$ cat src/rtl/pipe_pkg.sv
// Shared definitions for the 5-stage 16-bit pipeline hazard logic.
package pipe_pkg;

  localparam int unsigned REG_W       = 3;
  localparam int unsigned INSTR_W     = 16;
  localparam int unsigned RS_HI       = 12;
  localparam int unsigned RS_LO       = 10;
  localparam int unsigned RT_HI       = 9;
  localparam int unsigned RT_LO       = 7;
  localparam int unsigned STALL_CNT_W = 3;
  localparam int unsigned PERF_CNT_W  = 16;

  typedef enum logic [1:0] {
    ST_RUN   = 2'd0,
    ST_STALL = 2'd1,
    ST_FLUSH = 2'd2
  } state_t;

  // One in-flight register writer (RegWrite plus destination).
  typedef struct packed {
    logic             we;
    logic [REG_W-1:0] rd;
  } writer_t;

  // Stall counter increment that holds at all-ones.
  function automatic logic [STALL_CNT_W-1:0] stall_sat_inc(input logic [STALL_CNT_W-1:0] c);
    return (c == '1) ? c : c + 1'b1;
  endfunction

endpackage

$ cat src/rtl/hazard_compare.sv
// Combinational RAW detector: IF/ID sources against the in-flight writers.
module hazard_compare
  import pipe_pkg::*;
#(
  parameter bit WB_BYPASS    = 1'b0,
  parameter bit R0_HARDWIRED = 1'b1
) (
  input  logic [REG_W-1:0] rs,
  input  logic [REG_W-1:0] rt,
  input  writer_t          id_wr,
  input  writer_t          ex_wr,
  input  writer_t          mem_wr,
  output logic             hz_c
);

  // A writer hits a source when it writes that register and r0 is not masked.
  function automatic logic src_hit(input logic [REG_W-1:0] src, input writer_t w);
    return w.we && (src == w.rd) && !(R0_HARDWIRED && (src == '0));
  endfunction

  logic id_hit, ex_hit, mem_hit;

  // Both sources are compared for every opcode; false stalls are tolerated.
  always_comb begin
    id_hit  = src_hit(rs, id_wr)  || src_hit(rt, id_wr);
    ex_hit  = src_hit(rs, ex_wr)  || src_hit(rt, ex_wr);
    mem_hit = !WB_BYPASS && (src_hit(rs, mem_wr) || src_hit(rt, mem_wr));
    hz_c    = id_hit || ex_hit || mem_hit;
  end

endmodule

$ cat src/rtl/hazard_controller.sv
// Pipeline hazard controller: RAW stalls with ID/EX bubbles and taken-branch flushes.
// Optional HAZARD_PERF_CNT_EN adds saturating stall/flush performance counters.
module hazard_controller
  import pipe_pkg::*;
#(
  parameter bit          WB_BYPASS    = 1'b0,
  parameter bit          R0_HARDWIRED = 1'b1,
  parameter int unsigned MAX_STALL    = 3
) (
  input  logic                  clk,
  input  logic                  reset,
  input  logic [INSTR_W-1:0]    i_Instruction,
  input  logic                  i_Id_Sig_RegWrite,
  input  logic [REG_W-1:0]      i_Id_Write_Register,
  input  logic                  i_Ex_Sig_RegWrite,
  input  logic [REG_W-1:0]      i_Ex_Write_Register,
  input  logic                  i_Mem_Sig_RegWrite,
  input  logic [REG_W-1:0]      i_Mem_Write_Register,
  input  logic                  i_Branch_Taken,
  output logic                  o_Pc_Write,
  output logic                  o_If_Id_Write,
  output logic                  o_Id_Ex_Bubble,
  output logic                  o_If_Id_Flush,
  output logic                  o_Id_Ex_Flush,
  output logic                  o_Ex_Mem_Flush,
  output logic [1:0]            o_State,
`ifdef HAZARD_PERF_CNT_EN
  output logic [PERF_CNT_W-1:0] o_Stall_Count,
  output logic [PERF_CNT_W-1:0] o_Flush_Count,
`endif
  output logic                  o_Err
);

  state_t                 state, state_nxt;
  logic [STALL_CNT_W-1:0] stall_cnt, stall_cnt_nxt;
  logic                   err_set;
  logic                   hz;
  logic [REG_W-1:0]       rs, rt;
  writer_t                id_wr, ex_wr, mem_wr;
  logic                   unused_instr_bits;

  assign rs     = i_Instruction[RS_HI:RS_LO];
  assign rt     = i_Instruction[RT_HI:RT_LO];
  assign id_wr  = '{we: i_Id_Sig_RegWrite,  rd: i_Id_Write_Register};
  assign ex_wr  = '{we: i_Ex_Sig_RegWrite,  rd: i_Ex_Write_Register};
  assign mem_wr = '{we: i_Mem_Sig_RegWrite, rd: i_Mem_Write_Register};
  assign unused_instr_bits = ^{i_Instruction[INSTR_W-1:RS_HI+1], i_Instruction[RT_LO-1:0]};

  hazard_compare #(
    .WB_BYPASS    (WB_BYPASS),
    .R0_HARDWIRED (R0_HARDWIRED)
  ) u_compare (
    .rs     (rs),
    .rt     (rt),
    .id_wr  (id_wr),
    .ex_wr  (ex_wr),
    .mem_wr (mem_wr),
    .hz_c   (hz)
  );

  // Next state, stall count and Mealy pipeline controls; reset > branch > hazard.
  always_comb begin
    state_nxt      = ST_RUN;
    stall_cnt_nxt  = '0;
    o_Pc_Write     = 1'b1;
    o_If_Id_Write  = 1'b1;
    o_Id_Ex_Bubble = 1'b0;
    o_If_Id_Flush  = 1'b0;
    o_Id_Ex_Flush  = 1'b0;
    o_Ex_Mem_Flush = 1'b0;
    if (reset) begin
      o_Pc_Write     = 1'b0;
      o_If_Id_Write  = 1'b0;
      o_If_Id_Flush  = 1'b1;
      o_Id_Ex_Flush  = 1'b1;
      o_Ex_Mem_Flush = 1'b1;
    end else if (i_Branch_Taken) begin
      state_nxt      = ST_FLUSH;
      o_If_Id_Flush  = 1'b1;
      o_Id_Ex_Flush  = 1'b1;
      o_Ex_Mem_Flush = 1'b1;
    end else if (hz) begin
      state_nxt      = ST_STALL;
      o_Pc_Write     = 1'b0;
      o_If_Id_Write  = 1'b0;
      o_Id_Ex_Bubble = 1'b1;
      unique case (state)
        ST_STALL: stall_cnt_nxt = stall_sat_inc(stall_cnt);
        default:  stall_cnt_nxt = STALL_CNT_W'(1);
      endcase
    end
    err_set = (32'(stall_cnt_nxt) > MAX_STALL);
  end

  // State, stall counter and sticky error flag.
  always_ff @(posedge clk) begin
    if (reset) begin
      state     <= ST_RUN;
      stall_cnt <= '0;
      o_Err     <= 1'b0;
    end else begin
      state     <= state_nxt;
      stall_cnt <= stall_cnt_nxt;
      o_Err     <= o_Err | err_set;
    end
  end

  assign o_State = state;

`ifdef HAZARD_PERF_CNT_EN
  logic stall_act, flush_act;

  assign stall_act = !reset && !i_Branch_Taken && hz;
  assign flush_act = !reset && i_Branch_Taken;

  // Saturating counts of stall cycles and taken-branch cycles.
  always_ff @(posedge clk) begin
    if (reset) begin
      o_Stall_Count <= '0;
      o_Flush_Count <= '0;
    end else begin
      if (stall_act && (o_Stall_Count != '1)) o_Stall_Count <= o_Stall_Count + PERF_CNT_W'(1);
      if (flush_act && (o_Flush_Count != '1)) o_Flush_Count <= o_Flush_Count + PERF_CNT_W'(1);
    end
  end
`endif

endmodule

$ cat config.mk
export PLATFORM = sky130hd
export DESIGN_NAME = hazard_controller
export DESIGN_NICKNAME = d
export VERILOG_FILES = /design/src/rtl/pipe_pkg.sv /design/src/rtl/hazard_compare.sv /design/src/rtl/hazard_controller.sv
export SDC_FILE = /design/constraint.sdc
export NUM_CORES = 1
export LEC_CHECK = 0
export BUFFER_PORTS_ARGS = -buffer_cell sky130_fd_sc_hd__buf_4
export CAP_MARGIN = 30
export CORE_AREA = 2 2 39 41
export CTS_CLUSTER_SIZE = 10
export DETAILED_ROUTE_END_ITERATION = 12
export DIE_AREA = 0 0 41 43
export PLACE_DENSITY_LB_ADDON = 0.25
export SYNTH_ARGS = -nofsm -noshare
export SYNTH_HDL_FRONTEND = slang
export SYNTH_SLANG_ARGS = --single-unit
$ cat constraint.sdc
create_clock -name clk -period 4.1 [get_ports clk]
set_clock_uncertainty 0.1 [all_clocks]
set_input_delay 0.41 -clock clk [delete_from_list [all_inputs] [get_ports clk]]
set_output_delay 0.41 -clock clk [all_outputs]
set_load 0.005 [all_outputs]
==> results of run 1 <==
[cells in the mapped netlist, types with 2 or more instances]
library cell | count | area [sq um]
nand2_1 | 2 | 7.51
o21a_1 | 4 | 30.0
o22ai_1 | 3 | 18.8
buf_4 | 3 | 22.5
xnor2_1 | 13 | 114
a21oi_1 | 2 | 10.0
nor2_1 | 4 | 15.0
o2111ai_1 | 6 | 52.6
nor3_1 | 2 | 10.0
dfxtp_1 | 6 | 120
inv_1 | 8 | 30.0
[state kept, by name, summed over array words and instances, names as in the netlist]
signal     count
stall_cnt      3
o_State        2
o_Err          1
[worst paths after layout]
path	slack, ns	cells past startpoint	endpoint	start
worst max register to register	2.99	4	stall_cnt[1]	stall_cnt[0]
worst min-delay path	0.25	2	o_State[1]	reset
worst min register to register	0.38	2	stall_cnt[1]	o_State[0]
worst max-delay path	1.93	7	o_Id_Ex_Bubble	i_Id_Write_Register[1]
[power breakdown]
| group | switching, mW | total, mW | internal, mW | leakage [nW] |
|---|---|---|---|---|
| logic | 0.0263 | 0.0618 | 0.0354 | 0.273 |
| clock network | 0.0205 | 0.0536 | 0.0331 | 0.0138 |
| registers | 0.00129 | 0.0617 | 0.0604 | 0.0488 |
[worst register-to-register path, delay by kind of cell, from the launching register on]
| family | cells | cell delay, ns |
|---|---|---|
| flops | 1 | 0.32 |
| fa+ha+maj | 1 | 0.21 |
| mux | 1 | 0.19 |
| simple gates | 2 | 0.17 |
[layer usage]
metal	wire length (um)	track usage	up-vias
met1	441	0.157	230
met3	97	0.0157	2
li1	-	-	279
met2	569	0.250	26
met5	0	0	-
met4	14	0.100	0
[logic make-up (layout without fill, tap and decap cells)]
kind of cell	after synthesis	in the layout
adder cells (fa/ha/maj)	1	1
XOR/XNOR	13	13
AND/OR/NAND/NOR	10	10
multiplexers	1	1
flip-flops	6	6
AO/OA/AOI/OAI	20	20
buffers and inverters	11	40
[stage by stage]
step           setup WS (ns)  instance area [sq um]  utilization  std cells
6_report                1.93                    761        0.550        107
5_1_grt                 1.82                    761        0.550        107
4_1_cts                 1.91                    761        0.550        107
3_5_place_dp            1.91                    738        0.533        104
3_3_place_gp            1.93                    738        0.533        104
2_1_floorplan           2.23                    523            -         62
[area by class of cell]
cell class | count | area, sq um | area share
Multi-Input combinational cell | 45 | 350 | 0.461
Sequential cell | 6 | 120 | 0.158
Tap cell | 16 | 20.0 | 0.0263
Inverter | 8 | 30.0 | 0.0395
Clock buffer | 3 | 22.5 | 0.0296
Timing Repair Buffer | 29 | 218 | 0.286
==> metrics.md, run 1 <==
| Metric | Value |
|---|---|
| Rel. slew slack | 0.780 |
| Horiz. Die Dim | 41 um |
| PortBufs | 29 |
| Max_cap viols | 0 |
| Main synth FF type | dfxtp_1 |
| Crit path max-delay cell type | o31ai_4 |
| Slew of the pin with the lowest slew margin | 0.330 ns |
| Num CTS Buffers | 3 |
| # setup viols final | 0 |
| Rows | 14 |
| Htree depth | 1 |
| Buf+Inv Stages, Crit Path | 3 |
| Clk root buf | clkbuf_4 |
| Hold violation total from the final report | 0 |
| Antenna cells | 0 |
| Hold Buf Count CTS | 0 |
| HPWL after detailed placement | 1010 um |
| Setup bufs post-CTS | 0 |
| Area share of fa/ha/maj cells after synthesis | 0.0239 |
| Area fraction in and, or, nand and nor cells after synthesis | 0.0861 |
| Commonest non-fill, non-tap cells in the layout | buf_4 (29), xnor2_1 (13), inv_1 (8) |
| Overall routing resource usage | 0.147 |
| HP Class | input pin to flip-flop |
| Synth-to-Final Area Change | 45.5% |
| Critical path class | input pin to primary output |
| CP peak stage delay | 0.38 ns |
| Post-synthesis async set-or-reset flop share | 0 |
| Top delay family on crit path | compound AO/OA/AOI/OAI gates |
| Post-synthesis sequential area ratio | 0.230 |
| Post-synthesis mux area share | 0.0191 |
| Largest net degree at the start of global routing | 7 |
| Critical Path Sink Type | primary output |
| Combinational family with the most area after synthesis | compound AO/OA/AOI/OAI gates |
| Detailed-route via count | 537 |
| Cell count after synthesis | 62 |
| RePlAce Congestion | 0.691 |
| Power Density | 233 nW/um^2 |
| DRC Markers | 0 |
| Post-synth cell types | 20 |
| Detailed Route WL | 1120 um |
| Die Ht | 43 um |
| Startpoint Class | input pin |
| Tot Pwr | 0.177 mW |
| Initial DRC count | 7 |
| Mapped cell area | 523 sq um |
| I/O pin total | 40 |
| Mean post-synth cell area | 8.44 sq um |
| Synth Area in XOR/XNOR | 0.218 |
| Slew Limit Fails | 0 |
| Lkg Pwr | 0.335 nW |
| CP arrival | 1.66 ns |
| Critical Path Most Common Cell | buf_4 |
| Synthesized net count | 94 |
| Max VDD drop | 0.0826 mV |
| Post-synthesis compound-gate area fraction | 0.323 |
| Number of synthesized flops with an enable pin | 0 |
| Clock sink count | 6 |
| Vias in the first global route | 485 |
| Clock latency on the worst-skew pair | 0.24 ns |
| Final #Nets | 125 |
| Share of cells above drive strength 1 | 0.385 |
| Final Cycle Share | 0.530 |
| Gr ovfl total | 0 |
| RSZ-0062 raised after global routing | false |
| CP Data Required Time | 3.59 ns |
| First-pass GRT wire length | 1770 um |
| Clk buf depth | 2 |
| Antenna violations before repair | 0 |
| Most common cell after layout, fill and taps aside | buf_4 |
| Initial core utilization | 0.378 |
| Yosys warning count | 0 |
| Drt first pass iters | 4 |
| CTS tree | yes |
| Clock slew at reported path FFs | 0.04 ns |
| Die area | 1760 sq um |
| Crit-path cells | buf_4, or2_1, a21oi_1, o22ai_1, o31ai_4, inv_1, buf_4 |
| WL/cell | 10.5 um |
| Fillers | 132 |
| Routed vias/inst | 5.02 |
| Core Region | 1380 sq um |
| TNS Setup | 0 ns |
| Final hold slack | 0.253 ns |
| Crit-path max FO | 6 |
| Minimum clock period | 2.17 ns |
| Post-synthesis register bit count | 6 |
| Maximum clock frequency | 460 MHz |
| Outcome | complete, no violations |
| Routed Antenna Nets | 0 |
| # resized after CTS | 0 |
(Power assumes the default switching activity.)
==> run 2, diff against run 1 <==
- CORE_AREA: 2 2 39 41 -> not set
- CORE_MARGIN: not set -> 2
- CORE_UTILIZATION: not set -> 34
- DIE_AREA: 0 0 41 43 -> not set
- clock period: 4.1 -> 1.8 ns (I/O delays scaled with it)
==> run 2 against run 1 <==
  * Design area up 2.0%
  * Flip-flop and latch count is the same
  * Die area grew 6.0%
  * First-iteration DRC count fell by 57%
  * Largest power group unchanged
==> metrics.md, run 2 (synthesized netlist as in run 1, its figures left out) <==
| Metric | Value |
|---|---|
| Startpoint Class | input pin (unchanged) |
| Slew of the pin with the lowest slew margin | 0.343 ns (was 0.330 ns) |
| Detailed Route WL | 1120 um (unchanged) |
| CP arrival | 1.36 ns (was 1.66 ns) |
| Clk buf depth | 2 (unchanged) |
| Clk root buf | clkbuf_4 (unchanged) |
| Detailed-route via count | 535 (was 537) |
| CTS tree | yes (unchanged) |
| HPWL after detailed placement | 1030 um (was 1010 um) |
| # resized after CTS | 0 (unchanged) |
| Crit-path max FO | 4 (was 6) |
| I/O pin total | 40 (unchanged) |
| Initial core utilization | 0.355 (was 0.378) |
| Die Ht | 43.2 um (was 43 um) |
| Placed cell count | 106 (was 104) |
| Num CTS Buffers | 3 (unchanged) |
| Max VDD drop | 0.176 mV (was 0.0826 mV) |
| Critical hold path startpoint | reset (unchanged) |
| Setup bufs post-CTS | 0 (unchanged) |
| Outcome | complete, no violations (unchanged) |
| Vias in the first global route | 530 (was 485) |
| Critical Path Sink Type | primary output (unchanged) |
| Antenna violations before repair | 0 (unchanged) |
| WL/cell | 10.3 um (was 10.5 um) |
| Critical path class | input pin to primary output (unchanged) |
| CP Data Required Time | 1.52 ns (was 3.59 ns) |
| Setup ws final | 0.164 ns (was 1.93 ns) |
| Hold Buf Count CTS | 0 (unchanged) |
| Rows | 14 (unchanged) |
| Drt first pass iters | 2 (was 4) |
| Tot Pwr | 0.404 mW (was 0.177 mW) |
| Initial DRC count | 3 (was 7) |
| Maximum clock frequency | 611 MHz |
| Clock slew at reported path FFs | 0.04 ns (about the same) |
| Largest net degree at the start of global routing | 6 (was 7) |
| Rel. slew slack | 0.771 (was 0.780) |
| Clock latency on the worst-skew pair | 0.24 ns (about the same) |
| Routed vias/inst | 4.91 (was 5.02) |
| First-pass GRT wire length | 2040 um (was 1770 um) |
| Fin cells | 109 (was 107) |
| Die area | 1870 sq um (was 1760 sq um) |
| RSZ-0062 raised after global routing | false (unchanged) |
| Core Region | 1470 sq um (was 1380 sq um) |
| Gr ovfl total | 0 (unchanged) |
| Largest Register | stall_cnt (unchanged) |
| Hold path depth | 2 (unchanged) |
| Hold endpoint | o_State[1] (unchanged) |
| RePlAce Congestion | 0.721 (was 0.691) |
| HP Class | input pin to flip-flop (unchanged) |
| Share of cells above drive strength 1 | 0.398 (was 0.385) |
| Synth-to-Final Area Change | 48.3% (was 45.5%) |
| Lkg Pwr | 0.345 nW (was 0.335 nW) |
| Routed Antenna Nets | 0 (unchanged) |
| FF-to-FF Start | stall_cnt[0] (unchanged) |
| Slew Limit Fails | 0 (unchanged) |
| Final hold slack | 0.0267 ns (was 0.253 ns) |
| Antenna cells | 0 (unchanged) |
| Commonest non-fill, non-tap cells in the layout | buf_4 (31), xnor2_1 (13), inv_1 (8) (was buf_4 (29), xnor2_1 (13), inv_1 (8)) |
| TNS Setup | 0 ns (unchanged) |
| Final Cycle Share | 0.909 |
| Max_cap viols | 0 (unchanged) |
| Horiz. Die Dim | 43.2 um (was 41 um) |
| Pre-CTS setup slack | 0.149 ns (was 1.91 ns) |
| Power Density | 520 nW/um^2 (was 233 nW/um^2) |
| Minimum clock period | 1.64 ns |
| Final #Nets | 127 (was 125) |
| Hold violation total from the final report | 0 (unchanged) |
| Most common cell after layout, fill and taps aside | buf_4 (unchanged) |
| Htree depth | 1 (unchanged) |
| FF-to-FF End | stall_cnt[1] (unchanged) |
| DRC Markers | 0 (unchanged) |
| Worst R2R Setup Slack | 0.68 ns (was 2.99 ns) |
| # setup viols final | 0 (unchanged) |
| PortBufs | 29 (unchanged) |
| R2R cell count | 4 (unchanged) |
| Max reg flops | 3 (unchanged) |
| Overall routing resource usage | 0.141 (was 0.147) |
| Clock sink count | 6 (unchanged) |
run 2: cell type report:
type | count | area [sq um]
inverters | 8 | 30.0
fillers | 157 | 696
multi-input cells | 45 | 350
clock buffers | 3 | 22.5
flip-flops and latches | 6 | 120
repair buffers | 31 | 233
well taps | 16 | 20.0
run 2: metrics by stage:
step / instance area, sq um / utilization
finish: 776 / 0.527
global route: 776 / 0.527
CTS: 776 / 0.527
detailed placement: 753 / 0.512
global placement: 753 / 0.512
floorplan: 523 / -
run 2: layer usage:
| layer | global-route usage | vias up | share of wire |
|---|---|---|---|
| met5 | 0 | - | 0 |
| met4 | 0.0727 | 0 | 0 |
| met3 | 0.0213 | 0 | 0.11 |
| met2 | 0.242 | 26 | 0.48 |
| met1 | 0.167 | 225 | 0.41 |
| li1 | - | 284 | - |
run 2: worst max-delay path, cell delays in order:
cell       delay [ns]
buf_4            0.13
xnor2_1          0.15
o2111ai_1        0.13
o22ai_1          0.32
nor3_1           0.10
o21ba_2          0.22
buf_4            0.13
run 2: worst max-delay path by stage:
stage | slack, ns | to | from | cells after the start
after floorplan | 0.39 | o_Pc_Write | i_Id_Write_Register[2] | 6
after global placement | 0.17 | o_If_Id_Write | i_Instruction[9] | 7
after detailed placement | 0.15 | o_If_Id_Write | i_Instruction[9] | 7
after CTS | 0.14 | o_If_Id_Write | i_Instruction[9] | 7
after global routing | 0.01 | o_If_Id_Write | i_Instruction[9] | 7
final | 0.16 | o_If_Id_Write | i_Instruction[9] | 7
run 2: power by group:
group | internal [mW] | total, mW | switching (mW)
Combinational | 0.0846 | 0.145 | 0.0605
Clock | 0.0750 | 0.118 | 0.0428
Sequential | 0.138 | 0.141 | 0.00295
Total | 0.297 | 0.404 | 0.106
